===== src/rtl/log_mult_pipe.sv =====
// log_mult_pipe: three-stage Mitchell logarithmic multiplier for signed operands.
// S1 takes sign, leading-one position and truncated fraction; S2 adds the logs
// (with optional constant correction); S3 takes the antilog and reapplies sign.
module log_mult_pipe #(
    parameter int WIDTH = 16,
    parameter int KEEP  = WIDTH - 1,
    parameter int TAG_W = 4
) (
    input  logic                      i_clk,
    input  logic                      i_rst_n,
    input  logic                      i_valid,
    output logic                      o_ready,
    input  logic signed [WIDTH-1:0]   i_a,
    input  logic signed [WIDTH-1:0]   i_b,
    input  logic                      i_corr,
    input  logic [TAG_W-1:0]          i_tag,
    output logic                      o_valid,
    input  logic                      i_ready,
    output logic signed [2*WIDTH-1:0] o_z,
    output logic [TAG_W-1:0]          o_tag
);
    localparam int F    = WIDTH - 1;
    localparam int KA_W = $clog2(WIDTH);
    localparam int KW   = $clog2(2 * F + 1) + 1;
    localparam int PW   = 2 * WIDTH;
    localparam int XW   = 3 * WIDTH + 2;
    localparam int CSH  = (F >= 4) ? F - 4 : 0;

    localparam logic [WIDTH-1:0] ONE_W    = 1;
    localparam logic [F-1:0]     FMASK    = {F{1'b1}} << (F - KEEP);
    localparam logic [F:0]       CORR_ADD = (F >= 4) ? ((F + 1)'(1) << CSH) : '0;
    localparam logic [XW-1:0]    HIDDEN   = XW'(1) << F;

    // Handshake: a stage loads when it is empty or when its contents move on
    // in the same cycle; the output stage moves on when o_valid && i_ready.
    // An op is accepted on a clock edge where i_valid && o_ready.
    logic v1_q, v2_q, v3_q;
    logic load1, load2, load3;

    assign load3   = !v3_q || i_ready;
    assign load2   = !v2_q || load3;
    assign load1   = !v1_q || load2;
    assign o_ready = load1;
    assign o_valid = v3_q;

    function automatic logic [KA_W-1:0] lod(input logic [WIDTH-1:0] v);
        lod = '0;
        for (int i = 0; i < WIDTH; i++) begin
            if (v[i]) lod = KA_W'(i);
        end
    endfunction

    function automatic logic [F-1:0] norm(input logic [WIDTH-1:0] v, input logic [KA_W-1:0] k);
        logic [WIDTH-1:0] sh;
        sh   = v << (KA_W'(F) - k);
        norm = sh[F-1:0] & FMASK;
    endfunction

    // Stage 1 next-state: magnitudes, leading-one positions, truncated fractions.
    logic [WIDTH-1:0] abs_a, abs_b;
    logic [KA_W-1:0]  s1_ka_d, s1_kb_d;
    logic [F-1:0]     s1_fa_d, s1_fb_d;
    logic             s1_sz_d, s1_zero_d;

    always_comb begin
        abs_a     = i_a[WIDTH-1] ? (~$unsigned(i_a) + ONE_W) : $unsigned(i_a);
        abs_b     = i_b[WIDTH-1] ? (~$unsigned(i_b) + ONE_W) : $unsigned(i_b);
        s1_ka_d   = lod(abs_a);
        s1_kb_d   = lod(abs_b);
        s1_fa_d   = norm(abs_a, s1_ka_d);
        s1_fb_d   = norm(abs_b, s1_kb_d);
        s1_sz_d   = i_a[WIDTH-1] ^ i_b[WIDTH-1];
        s1_zero_d = (abs_a == '0) || (abs_b == '0);
    end

    logic [KA_W-1:0]  s1_ka_q, s1_kb_q;
    logic [F-1:0]     s1_fa_q, s1_fb_q;
    logic             s1_sz_q, s1_zero_q, s1_corr_q;
    logic [TAG_W-1:0] s1_tag_q;

    // Stage 2 next-state: log-domain sum of characteristics and mantissas.
    logic [KW-1:0] s2_k_d;
    logic [F:0]    s2_s_d;

    always_comb begin
        s2_k_d = KW'(s1_ka_q) + KW'(s1_kb_q);
        s2_s_d = {1'b0, s1_fa_q} + {1'b0, s1_fb_q} + (s1_corr_q ? CORR_ADD : '0);
    end

    logic [KW-1:0]    s2_k_q;
    logic [F:0]       s2_s_q;
    logic             s2_sz_q, s2_zero_q;
    logic [TAG_W-1:0] s2_tag_q;

    // Stage 3 next-state: antilog with overflow handling, then sign.
    logic [XW-1:0] mant, wide;
    logic [KW-1:0] shamt;
    logic [PW-1:0] mag, o_z_d;

    always_comb begin
        if (s2_s_q[F]) begin
            mant  = XW'(s2_s_q);
            shamt = s2_k_q + KW'(1);
        end else begin
            mant  = XW'(s2_s_q) + HIDDEN;
            shamt = s2_k_q;
        end
        wide  = (mant << shamt) >> F;
        mag   = s2_zero_q ? '0 : wide[PW-1:0];
        o_z_d = s2_sz_q ? -mag : mag;
    end

    logic [PW-1:0]    o_z_q;
    logic [TAG_W-1:0] o_tag_q;

    assign o_z   = o_z_q;
    assign o_tag = o_tag_q;

    // Stage valid bits; reset drops every in-flight op.
    always_ff @(posedge i_clk) begin
        if (!i_rst_n) begin
            v1_q <= 1'b0;
            v2_q <= 1'b0;
            v3_q <= 1'b0;
        end else begin
            if (load1) v1_q <= i_valid;
            if (load2) v2_q <= v1_q;
            if (load3) v3_q <= v2_q;
        end
    end

    // Internal stage data; contents are don't-care while the valid bit is low.
    always_ff @(posedge i_clk) begin
        if (load1 && i_valid) begin
            s1_ka_q   <= s1_ka_d;
            s1_kb_q   <= s1_kb_d;
            s1_fa_q   <= s1_fa_d;
            s1_fb_q   <= s1_fb_d;
            s1_sz_q   <= s1_sz_d;
            s1_zero_q <= s1_zero_d;
            s1_corr_q <= i_corr;
            s1_tag_q  <= i_tag;
        end
        if (load2 && v1_q) begin
            s2_k_q    <= s2_k_d;
            s2_s_q    <= s2_s_d;
            s2_sz_q   <= s1_sz_q;
            s2_zero_q <= s1_zero_q;
            s2_tag_q  <= s1_tag_q;
        end
    end

    // Output registers; held while the result is stalled, cleared by reset.
    always_ff @(posedge i_clk) begin
        if (!i_rst_n) begin
            o_z_q   <= '0;
            o_tag_q <= '0;
        end else if (load3 && v2_q) begin
            o_z_q   <= o_z_d;
            o_tag_q <= s2_tag_q;
        end
    end

endmodule


===== config.mk =====
export PLATFORM = sky130hd
export DESIGN_NAME = log_mult_pipe
export DESIGN_NICKNAME = d
export VERILOG_FILES = /design/src/rtl/log_mult_pipe.sv
export SDC_FILE = /design/constraint.sdc
export NUM_CORES = 1
export LEC_CHECK = 0
export BUFFER_PORTS_ARGS = -buffer_cell sky130_fd_sc_hd__buf_4
export CAP_MARGIN = 0
export CORE_MARGIN = 4
export CORE_UTILIZATION = 62
export DETAILED_ROUTE_END_ITERATION = 10
export PLACE_DENSITY_LB_ADDON = 0.3
export SYNTH_ARGS = -nofsm -noshare
export SYNTH_HDL_FRONTEND = slang
export SYNTH_SLANG_ARGS = --single-unit

===== constraint.sdc =====
create_clock -name i_clk -period 4.24 [get_ports i_clk]
set_input_delay 0.424 -clock i_clk [delete_from_list [all_inputs] [get_ports i_clk]]
set_output_delay 0.424 -clock i_clk [all_outputs]
set_load 0.01 [all_outputs]

==> run_results.csv, run 1 <==
group,metric,value,unit
sta,worstMarginPinSlew,1.09,ns
finish,final_common_cell,"buf_4",
floorplanning,start_util,63.2,%
finish,drive_above_1_share,18.3,%
synthesis,ys_seq_area_share,32.1,%
critical_path,start_kind,"flip-flop",
finish,antenna_cells,0,
power,ir_worst_vdd,0.232,mV
global_routing,overflow,0,
floorplanning,fp.dieW,130,um
synthesis,syn_area,9180,um^2
synthesis,synth_edf_count,72,
synthesis,ys_seq_elements,111,
floorplanning,design.core.area,14500,um^2
global_routing,grt_pass1_wl,39.5,mm
clock_tree,cts-buffers-inserted,9,
clock_tree,clk_latency,0.36,ns
global_routing,grt_start_max_net_pins,49,
synthesis,yosysTopAreaCell,"edfxtp_1",
detailed_routing,route.detailed.drc,0,
placed_design,io_buffers,78,
placed_design,place_congestion,1.04,
sta,finalClockSkew,0.00894,ns
detailed_routing,first_iter_violations,893,
power,p_leak,4.12,nW
detailed_routing,ant_nets,0,
sta,rsz0062_at_grt,"true",
synthesis,syn_area_per_cell,8.96,um^2
synthesis,yosys_warnings,0,
critical_path,reg2reg_slack,0.24,ns
placed_design,dpl.hpwl,19.1,mm
detailed_routing,routed_wl,24.6,mm
critical_path,crit_type,"reg -> reg",
sta,fmax,0.250,GHz
floorplanning,die-area,16800,um^2
floorplanning,rows,44,
sta,setup_viol,0,
hold_path,hold_depth,1,
finish,syn_to_final_growth,13.7,%
power,p_per_area,425,nW/um^2
floorplanning,pin_count,79,
global_routing,first_global_vias,7958,
hold_path,hold_path_end,"s1_corr_q",
critical_path,cp.arrival,4.29,ns
global_routing,grt_usage,29.2,%
finish,final_cell_mix,"123 x buf_4, 90 x nand2_1, 76 x nor2_1",
critical_path,reg2reg_to,"o_z[31]",
run,cap_violations,0,
detailed_routing,firstDrtPassIters,6,
clock_tree,cts_root_buffer,"clkbuf_16",
hold_path,hp-class,"in -> reg",
sta,period_share,94.4,%
synthesis,synthDistinctLibCells,98,
synthesis,ys_top_cells_by_area,"edfxtp_1 24%, dfxtp_1 8.5%, mux2i_1 5.8%",
outcome,status,"completed",
hold_path,worstHoldStart,"i_corr",
clock_tree,cts.sinks,111,
clock_tree,clk_path_buf_depth,2,
synthesis,async_reset_ff_share,0,%
critical_path,crit_fanout,12,
detailed_routing,vias,8588,
sta,finalHoldViolCount,0,
power,total_power,4.44,mW
finish,nets,1192,
clock_tree,path_clk_slew,0.07,ns
critical_path,end_kind,"flip-flop",
global_routing,antenna_found_initial,0,
floorplanning,die_height,130,um
critical_path,r2r-start,"s2_k_q[0]",
clock_tree,cts_tree,"done",
synthesis,syn_inst,1024,
synthesis,synthFlopType,"edfxtp_1",
sta,fin_crit,4.00,ns
sta,slew_headroom,27.1,%
critical_path,critPathRequiredTime,4.52,ns
sta,finalMaxSlewViolations,0,
critical_path,reg2reg_depth,11,
clock_tree,h-tree-depth,3,
detailed_routing,routedWlPerCell,18.9,um
synthesis,synth.top_cell.area_share,23.6,%
detailed_routing,avgViaCountPerCell,6.60,
sta,fin_tns_setup,0,ns
-- power breakdown --
part           switching (mW)  internal [mW]  leakage [nW]  total, mW
clock network           0.386          0.418         0.136      0.804
registers              0.0861           1.35          1.01       1.43
logic                    1.29          0.907          2.97       2.20
total                    1.77           2.67          4.12       4.44
-- through the flow --
stage	hold WS, ns	cell area (um^2)	setup WS [ns]	utilization [%]	std cells
floorplan	0.400	9180	0.577	-	1025
global placement	0.401	10100	0.299	69.7	1285
detailed placement	0.405	10100	0.171	69.7	1285
CTS	0.238	10400	0.258	71.7	1301
global route	0.232	10400	-0.0136	71.8	1301
finish	0.245	10400	0.236	71.8	1301
-- worst max path at each step --
| stage | start | to | depth (start not counted) |
|---|---|---|---|
| 2_1_floorplan | s2_k_q[1] | o_z[31] | 11 |
| 4_1_cts | s2_k_q[0] | o_z[31] | 12 |
| 5_1_grt | s2_k_q[0] | o_z[31] | 11 |
| 3_5_place_dp | i_b[3] | s1_fb_q[9] | 11 |
| 3_3_place_gp | s2_k_q[0] | o_z[31] | 11 |
| 6_report | s2_k_q[0] | o_z[31] | 11 |
-- cell usage after synthesis (all sizes together) (28+ instances only) --
master   n
nor2    76
inv     35
xnor2   36
clkbuf  28
nand2   90
a21oi   51
edfxtp  72
dfxtp   39
o21ai   56
nand3   43
ha      36
nor3    34
mux2i   53
xor2    32
-- logic make-up after synthesis --
group / Yosys count / share of synthesized area (%)
muxes: 78 / 9.34
and+or+nand+nor: 352 / 20.1
AOI/OAI and AO/OA: 290 / 22.2
other: 1 / 0.0409
buffers and inverters: 85 / 4.14
DFF: 111 / 32.1
xor gates and xnor gates: 68 / 6.57
adders and majority gates: 39 / 5.56
-- sequential cells by signal, summed over array words and instances, names as in the netlist --
| register | count |
|---|---|
| o_tag | 4 |
| o_valid | 1 |
| o_z | 32 |
| s1_corr_q | 1 |
| s1_fa_q | 15 |
| s1_fb_q | 15 |
| s1_ka_q | 4 |
| s1_kb_q | 4 |
| s1_sz_q | 1 |
| s1_tag_q | 4 |
| s1_zero_q | 1 |
| s2_k_q | 5 |
| s2_s_q | 16 |
| s2_sz_q | 1 |
| s2_tag_q | 4 |
| s2_zero_q | 1 |
| v1_q | 1 |
| v2_q | 1 |
-- repair_timing --
item                                    CTS  global route
hold buffers                              0             0
endpoints found under the setup margin    0             1
setup buffers                             0             0
gates resized for setup                   0             4
-- critical path, cell delays in order (launching register included) --
cell and delay (ns):
edfxtp_1 0.36, ha_1 0.40, nand3b_1 0.29, nand2_1 0.30
mux4_2 0.63, nand2_1 0.10, o311ai_1 0.13, or3b_1 0.41
or4b_4 0.52, nor3_4 0.28, mux2_1 0.35, a31oi_1 0.16
-- final cells by class --
class                      count  area (um^2)
timing repair buffer         124          943
clock inverter                 6         43.8
multi-input combinational    829         5900
sequential                   111         2940
clock buffer                  10          239
tap                          184          230
fill                        1131         4090
inverter                      37          139
-- metal layers --
| metal | up-vias | wire length, um | track usage, % | part of all wire (%) |
|---|---|---|---|---|
| li1 | 4082 | - | - | - |
| met1 | 3982 | 9540 | 35.2 | 39 |
| met2 | 423 | 12200 | 50.3 | 50 |
| met3 | 101 | 1540 | 4.58 | 6.3 |
| met4 | 0 | 1280 | 15.4 | 5.2 |
| met5 | - | 0 | 0 | 0 |
Note: power is estimated with default switching activity, not from simulation.
==> run 2, diff against run 1 <==
CELL_PAD_IN_SITES_DETAIL_PLACEMENT = 2   (was not set)
CELL_PAD_IN_SITES_GLOBAL_PLACEMENT = 2   (was not set)
CORE_ASPECT_RATIO = 2   (was not set)
CORE_UTILIZATION = 38   (was 62)
CTS_CLUSTER_DIAMETER = 30   (was not set)
==> run 2 against run 1 <==
Against the previous run:
- flip-flop and latch count stayed put
- fmax shrank 3.7%
- utilization shrank 25 points
- power up 12%
- global-route usage decreased by 1.5 points
- hold slack worse by 0.021 ns
==> run_results.csv, run 2 (synthesized netlist as in run 1, its figures left out) <==
group,metric,value,unit
global_routing,grt_start_max_net_pins,46,
placed_design,io_buffers,78,
critical_path,start_kind,"flip-flop",
detailed_routing,avgViaCountPerCell,6.28,
floorplanning,pin_count,79,
detailed_routing,routedWlPerCell,25.8,um
floorplanning,rows,80,
floorplanning,die-area,26900,um^2
detailed_routing,routed_wl,37.8,mm
finish,largest_register_ffs,32,
critical_path,reg2reg_slack,0.08,ns
outcome,status,"completed",
clock_tree,cts_tree,"done",
critical_path,crit_fanout,12,
clock_tree,cts_hold_buf,0,
detailed_routing,vias,9185,
global_routing,use_met3,3.99,%
finish,syn_to_final_growth,20.9,%
detailed_routing,route.detailed.drc,0,
sta,slew_headroom,33.2,%
clock_tree,h-tree-depth,3,
critical_path,path_cells,"ha_1 > mux2_4 > buf_4 > nand3_1 > o22ai_1 > nor2_1 > a221o_1 > nor3_2 > nand4_2 > buf_12 > nor4_2 > buf_4 > nand4_1 > nand3_1",
sta,setup_viol,0,
sta,period_share,98.1,%
global_routing,overflow,0,
power,p_leak,4.44,nW
finish,drive_above_1_share,22.7,%
finish,final_common_cell,"buf_4",
floorplanning,die_height,228,um
sta,fin_tns_setup,0,ns
global_routing,grtUsageMet1,21.0,%
sta,finalMaxSlewViolations,0,
power,ir_worst_vdd,0.224,mV
sta,finalClockSkew,0.0125,ns
power,p_per_area,449,nW/um^2
sta,fmax,0.240,GHz
finish,final_cell_mix,"179 x buf_4, 90 x nand2_1, 75 x nor2_1",
critical_path,slowest_stage,"ha_1",
clock_tree,cts.sinks,111,
detailed_routing,firstDrtPassIters,5,
placed_design,dpl.hpwl,30.4,mm
global_routing,met2_usage,57.3,%
run,cap_violations,0,
global_routing,first_global_vias,10236,
global_routing,gr-max-usage-layer,"met2",
floorplanning,start_util,38.5,%
sta,finalHoldViolCount,0,
floorplanning,fp.dieW,118,um
critical_path,crit_type,"reg -> reg",
global_routing,grt_usage,27.7,%
finish,nets,1251,
detailed_routing,ant_nets,0,
floorplanning,design.core.area,23800,um^2
global_routing,grt_pass1_wl,57.9,mm
clock_tree,clk_path_buf_depth,2,
clock_tree,cts_root_buffer,"clkbuf_16",
placed_design,place_congestion,0.964,
critical_path,critPathMaxStageDelay,0.47,ns
detailed_routing,first_iter_violations,342,
power,total_power,4.99,mW
clock_tree,clk_latency,0.38,ns
clock_tree,cts-buffers-inserted,9,
critical_path,critPathRequiredTime,4.55,ns
critical_path,cp.arrival,4.47,ns
critical_path,crit_family,"simple AND/OR/NAND/NOR gates",
finish,antenna_cells,0,
sta,worstMarginPinSlew,0.995,ns
hold_path,hp-class,"in -> reg",
critical_path,crit_buf_inv,3,
critical_path,end_kind,"flip-flop",
global_routing,antenna_found_initial,0,
sta,fin_crit,4.16,ns
clock_tree,path_clk_slew,0.07,ns
run 2: cell count changes in the layout (fill, tap and decap cells not counted), sizes merged:
cell    change
clkinv      -1
clkbuf      +2
buf        +58
run 2: final timing paths:
path                            cells after the start          end       from
worst min-delay path                                1  s1_tag_q[3]   i_tag[3]
worst max register to register                     14      o_z[28]  s2_k_q[0]
worst max-delay path                               14      o_z[28]  s2_k_q[0]
worst min register to register                      0      s2_sz_q    s1_sz_q
run 2: final cells by class:
cell class              count  area, um^2
multi-input cells         829        5950
clock buffers              11         236
flip-flops and latches    111        2940
inverters                  37         139
repair buffers            183        1430
well taps                 287         359
clock inverters             5        41.3
fillers                  2660       12700
run 2: metal layers:
layer  wire, um  vias to the layer above
li1           -                     4177
met1      10700                     4542
met2      21800                      280
met3       1120                      186
met4       4180                        0
met5          0                        -
run 2: where the power goes:
part | internal [mW] | total, mW | switching (mW)
logic | 1.08 | 2.67 | 1.60
registers | 1.35 | 1.47 | 0.118
clock network | 0.413 | 0.844 | 0.431
run 2: through the flow:
step | area [um^2] | utilization (%) | hold WS (ns) | cells | worst slack [ns]
2_1_floorplan | 9180 | - | 0.400 | 1025 | 0.577
3_3_place_gp | 10700 | 44.8 | 0.405 | 1440 | 0.168
3_5_place_dp | 10700 | 44.8 | 0.413 | 1440 | -0.173
4_1_cts | 11000 | 46.1 | 0.214 | 1456 | 0.0166
5_1_grt | 11100 | 46.6 | 0.215 | 1463 | -0.0776
6_report | 11100 | 46.6 | 0.224 | 1463 | 0.0803
run 2: timing repair:
action	4_1_cts	5_1_grt
gates resized for setup	3	8
setup endpoints to repair	12	16
buffers inserted	0	6
pin swaps	0	1
gates cloned	0	1
==> run 3, diff against run 2 <==
ABC_AREA = 1   (was not set)
CORE_UTILIZATION = 34   (was 38)
==> run 3 against run 2 <==
Against the previous run:
- final area shrank 2.7%
- die area increased by 16%
- flip-flop and latch count did not move
- synthesized area rose by 4.8%
- clock power grew 7.9%
- largest cell class unchanged
==> run_results.csv, run 3 <==
group,metric,value,unit
clock_tree,h-tree-depth,3,
detailed_routing,routed_wl,37.1,mm
detailed_routing,route.detailed.drc,0,
global_routing,grt_start_max_net_pins,46,
synthesis,syn_area,9620,um^2
critical_path,crit_family,"simple AND/OR/NAND/NOR gates",
clock_tree,path_clk_slew,0.08,ns
critical_path,crit_type,"reg -> reg",
critical_path,start_kind,"flip-flop",
hold_path,worstHoldStart,"i_tag[0]",
clock_tree,cts_hold_buf,0,
placed_design,io_buffers,78,
finish,largest_register_ffs,32,
floorplanning,pin_count,79,
hold_path,hold_path_end,"s1_tag_q[0]",
hold_path,hp-class,"in -> reg",
critical_path,critPathRequiredTime,4.50,ns
placed_design,dpl.cell_count,1840,
critical_path,reg2reg_depth,19,
finish,drive_above_1_share,13.8,%
critical_path,cp.arrival,3.81,ns
run,cap_violations,0,
synthesis,async_reset_ff_share,0,%
detailed_routing,vias,10032,
floorplanning,start_util,34.7,%
floorplanning,fp.dieW,127,um
hold_path,hold_depth,1,
synthesis,yosysTopAreaCell,"edfxtp_1",
floorplanning,design.core.area,27800,um^2
critical_path,reg2reg_to,"o_z[10]",
synthesis,synth_edf_count,72,
clock_tree,cts_resized,0,
sta,period_share,83.7,%
finish,stdcell_count,1856,
outcome,status,"completed",
sta,finalClockSkew,0.0103,ns
clock_tree,cts_setup_buffers,0,
sta,fin_tns_setup,0,ns
sta,rsz0062_at_grt,"false",
synthesis,synth.top_cell.area_share,22.5,%
detailed_routing,first_iter_violations,441,
synthesis,syn_inst,1442,
critical_path,crit_fanout,17,
sta,slew_headroom,27.3,%
sta,fmax,0.282,GHz
global_routing,grt_usage,24.1,%
critical_path,end_kind,"flip-flop",
placed_design,dpl_cell_area,10500,um^2
clock_tree,cts-buffers-inserted,9,
clock_tree,clk_latency,0.38,ns
critical_path,worst_path_most_repeated_cell,"nand2_1",
finish,nets,1579,
finish,final_common_cell,"nand2_1",
global_routing,first_global_vias,11371,
sta,fin_crit,3.55,ns
floorplanning,die_height,246,um
floorplanning,die-area,31200,um^2
global_routing,antenna_found_initial,0,
critical_path,critPathMaxStageDelay,0.49,ns
clock_tree,cts.sinks,111,
synthesis,ys_seq_elements,111,
global_routing,grt_pass1_wl,59.0,mm
critical_path,crit_buf_inv,2,
power,p_leak,5.41,nW
floorplanning,rows,86,
synthesis,synthFlopType,"edfxtp_1",
sta,holdWs,0.229,ns
placed_design,dpl.hpwl,31.6,mm
critical_path,reg2reg_slack,0.69,ns
finish,design_area,10800,um^2
detailed_routing,firstDrtPassIters,6,
clock_tree,cts_root_buffer,"clkbuf_16",
finish,syn_to_final_growth,12.1,%
sta,finalMaxSlewViolations,0,
synthesis,synth_commonest_cells,"420 x nand2_1, 268 x nand3_1, 139 x inv_1, 130 x nor2_1, 72 x edfxtp_1",
synthesis,synthDistinctLibCells,52,
critical_path,crit_start,"s2_k_q[0]",
power,p_per_area,399,nW/um^2
power,total_power,4.30,mW
synthesis,yosys_warnings,0,
synthesis,ys_top_cells_by_area,"edfxtp_1 22%, nand2_1 16%, nand3_1 14%",
sta,finalHoldViolCount,0,
detailed_routing,routedWlPerCell,20.0,um
synthesis,ys_seq_area_share,30.6,%
critical_path,r2r-start,"s2_k_q[0]",
synthesis,yosysMostFrequentCell,"nand2_1",
synthesis,syn_area_per_cell,6.67,um^2
clock_tree,clk_path_buf_depth,2,
detailed_routing,avgViaCountPerCell,5.41,
finish,final_cell_mix,"420 x nand2_1, 268 x nand3_1, 138 x inv_1",
power,ir_worst_vdd,0.214,mV
clock_tree,cts_tree,"done",
sta,worstMarginPinSlew,1.09,ns
detailed_routing,ant_nets,0,
sta,setup_viol,0,
critical_path,slowest_stage,"edfxtp_1",
critical_path,path_cells,"ha_1 > nand2_1 > o21ai_4 > inv_4 > nand3_2 > nand2_1 > nand2_1 > nand2_1 > nand2_1 > nand3_1 > ha_1 > nand3_1 > nor2_2 > nand4_2 > nand2_2 > xor2_1 > nand2_1 > o211ai_1 > inv_1",
finish,antenna_cells,0,
placed_design,place_congestion,0.931,
global_routing,overflow,0,
## run 3: routing by layer
layer | up-vias | track usage [%] | routed length, um
met5 | - | 0 | 0
met4 | 0 | 15.7 | 2690
met3 | 97 | 2.02 | 640
met2 | 152 | 52.5 | 22800
met1 | 4932 | 18.8 | 11000
li1 | 4851 | - | -
## run 3: where the power goes
group	internal (mW)	switching (mW)	leakage, nW
combinational	0.624	1.36	4.24
clock	0.462	0.448	0.155
sequential	1.32	0.0834	1.01
## run 3: through the flow
stage	util (%)	worst slack (ns)
4_1_cts	38.9	0.640
6_report	38.9	0.692
3_3_place_gp	37.8	0.745
2_1_floorplan	-	1.46
3_5_place_dp	37.8	0.665
5_1_grt	38.9	0.410
## run 3: worst max-delay path by stage
stage / to / slack [ns] / cells past startpoint
after CTS: o_z[10] / 0.64 / 19
after global routing: o_z[24] / 0.41 / 20
final: o_z[10] / 0.69 / 19
after floorplan: o_z[20] / 1.46 / 21
after global placement: s1_fb_q[12] / 0.74 / 17
after detailed placement: o_z[10] / 0.66 / 19
## run 3: layout make-up
type                            count  area (um^2)
Fill cell                        3452        17000
Multi-Input combinational cell   1123         5780
Sequential cell                   111         2940
Timing Repair Buffer               97          728
Inverter                          157          592
Tap cell                          352          440
Clock buffer                       11          264
Clock inverter                      5         45.0
## run 3: cells by family (layout without fill, tap and decap cells)
family                   after synthesis  after routing  share of synthesized area, %
AO/OA/AOI/OAI                        122            122                          7.20
adder cells (fa/ha/maj)               39             39                          5.30
AND/OR/NAND/NOR                      926            926                          44.1
buffers and inverters                209            270                          9.40
other                                  1              2                        0.0390
flip-flops                           111            111                          30.6
XOR/XNOR                              34             34                          3.33
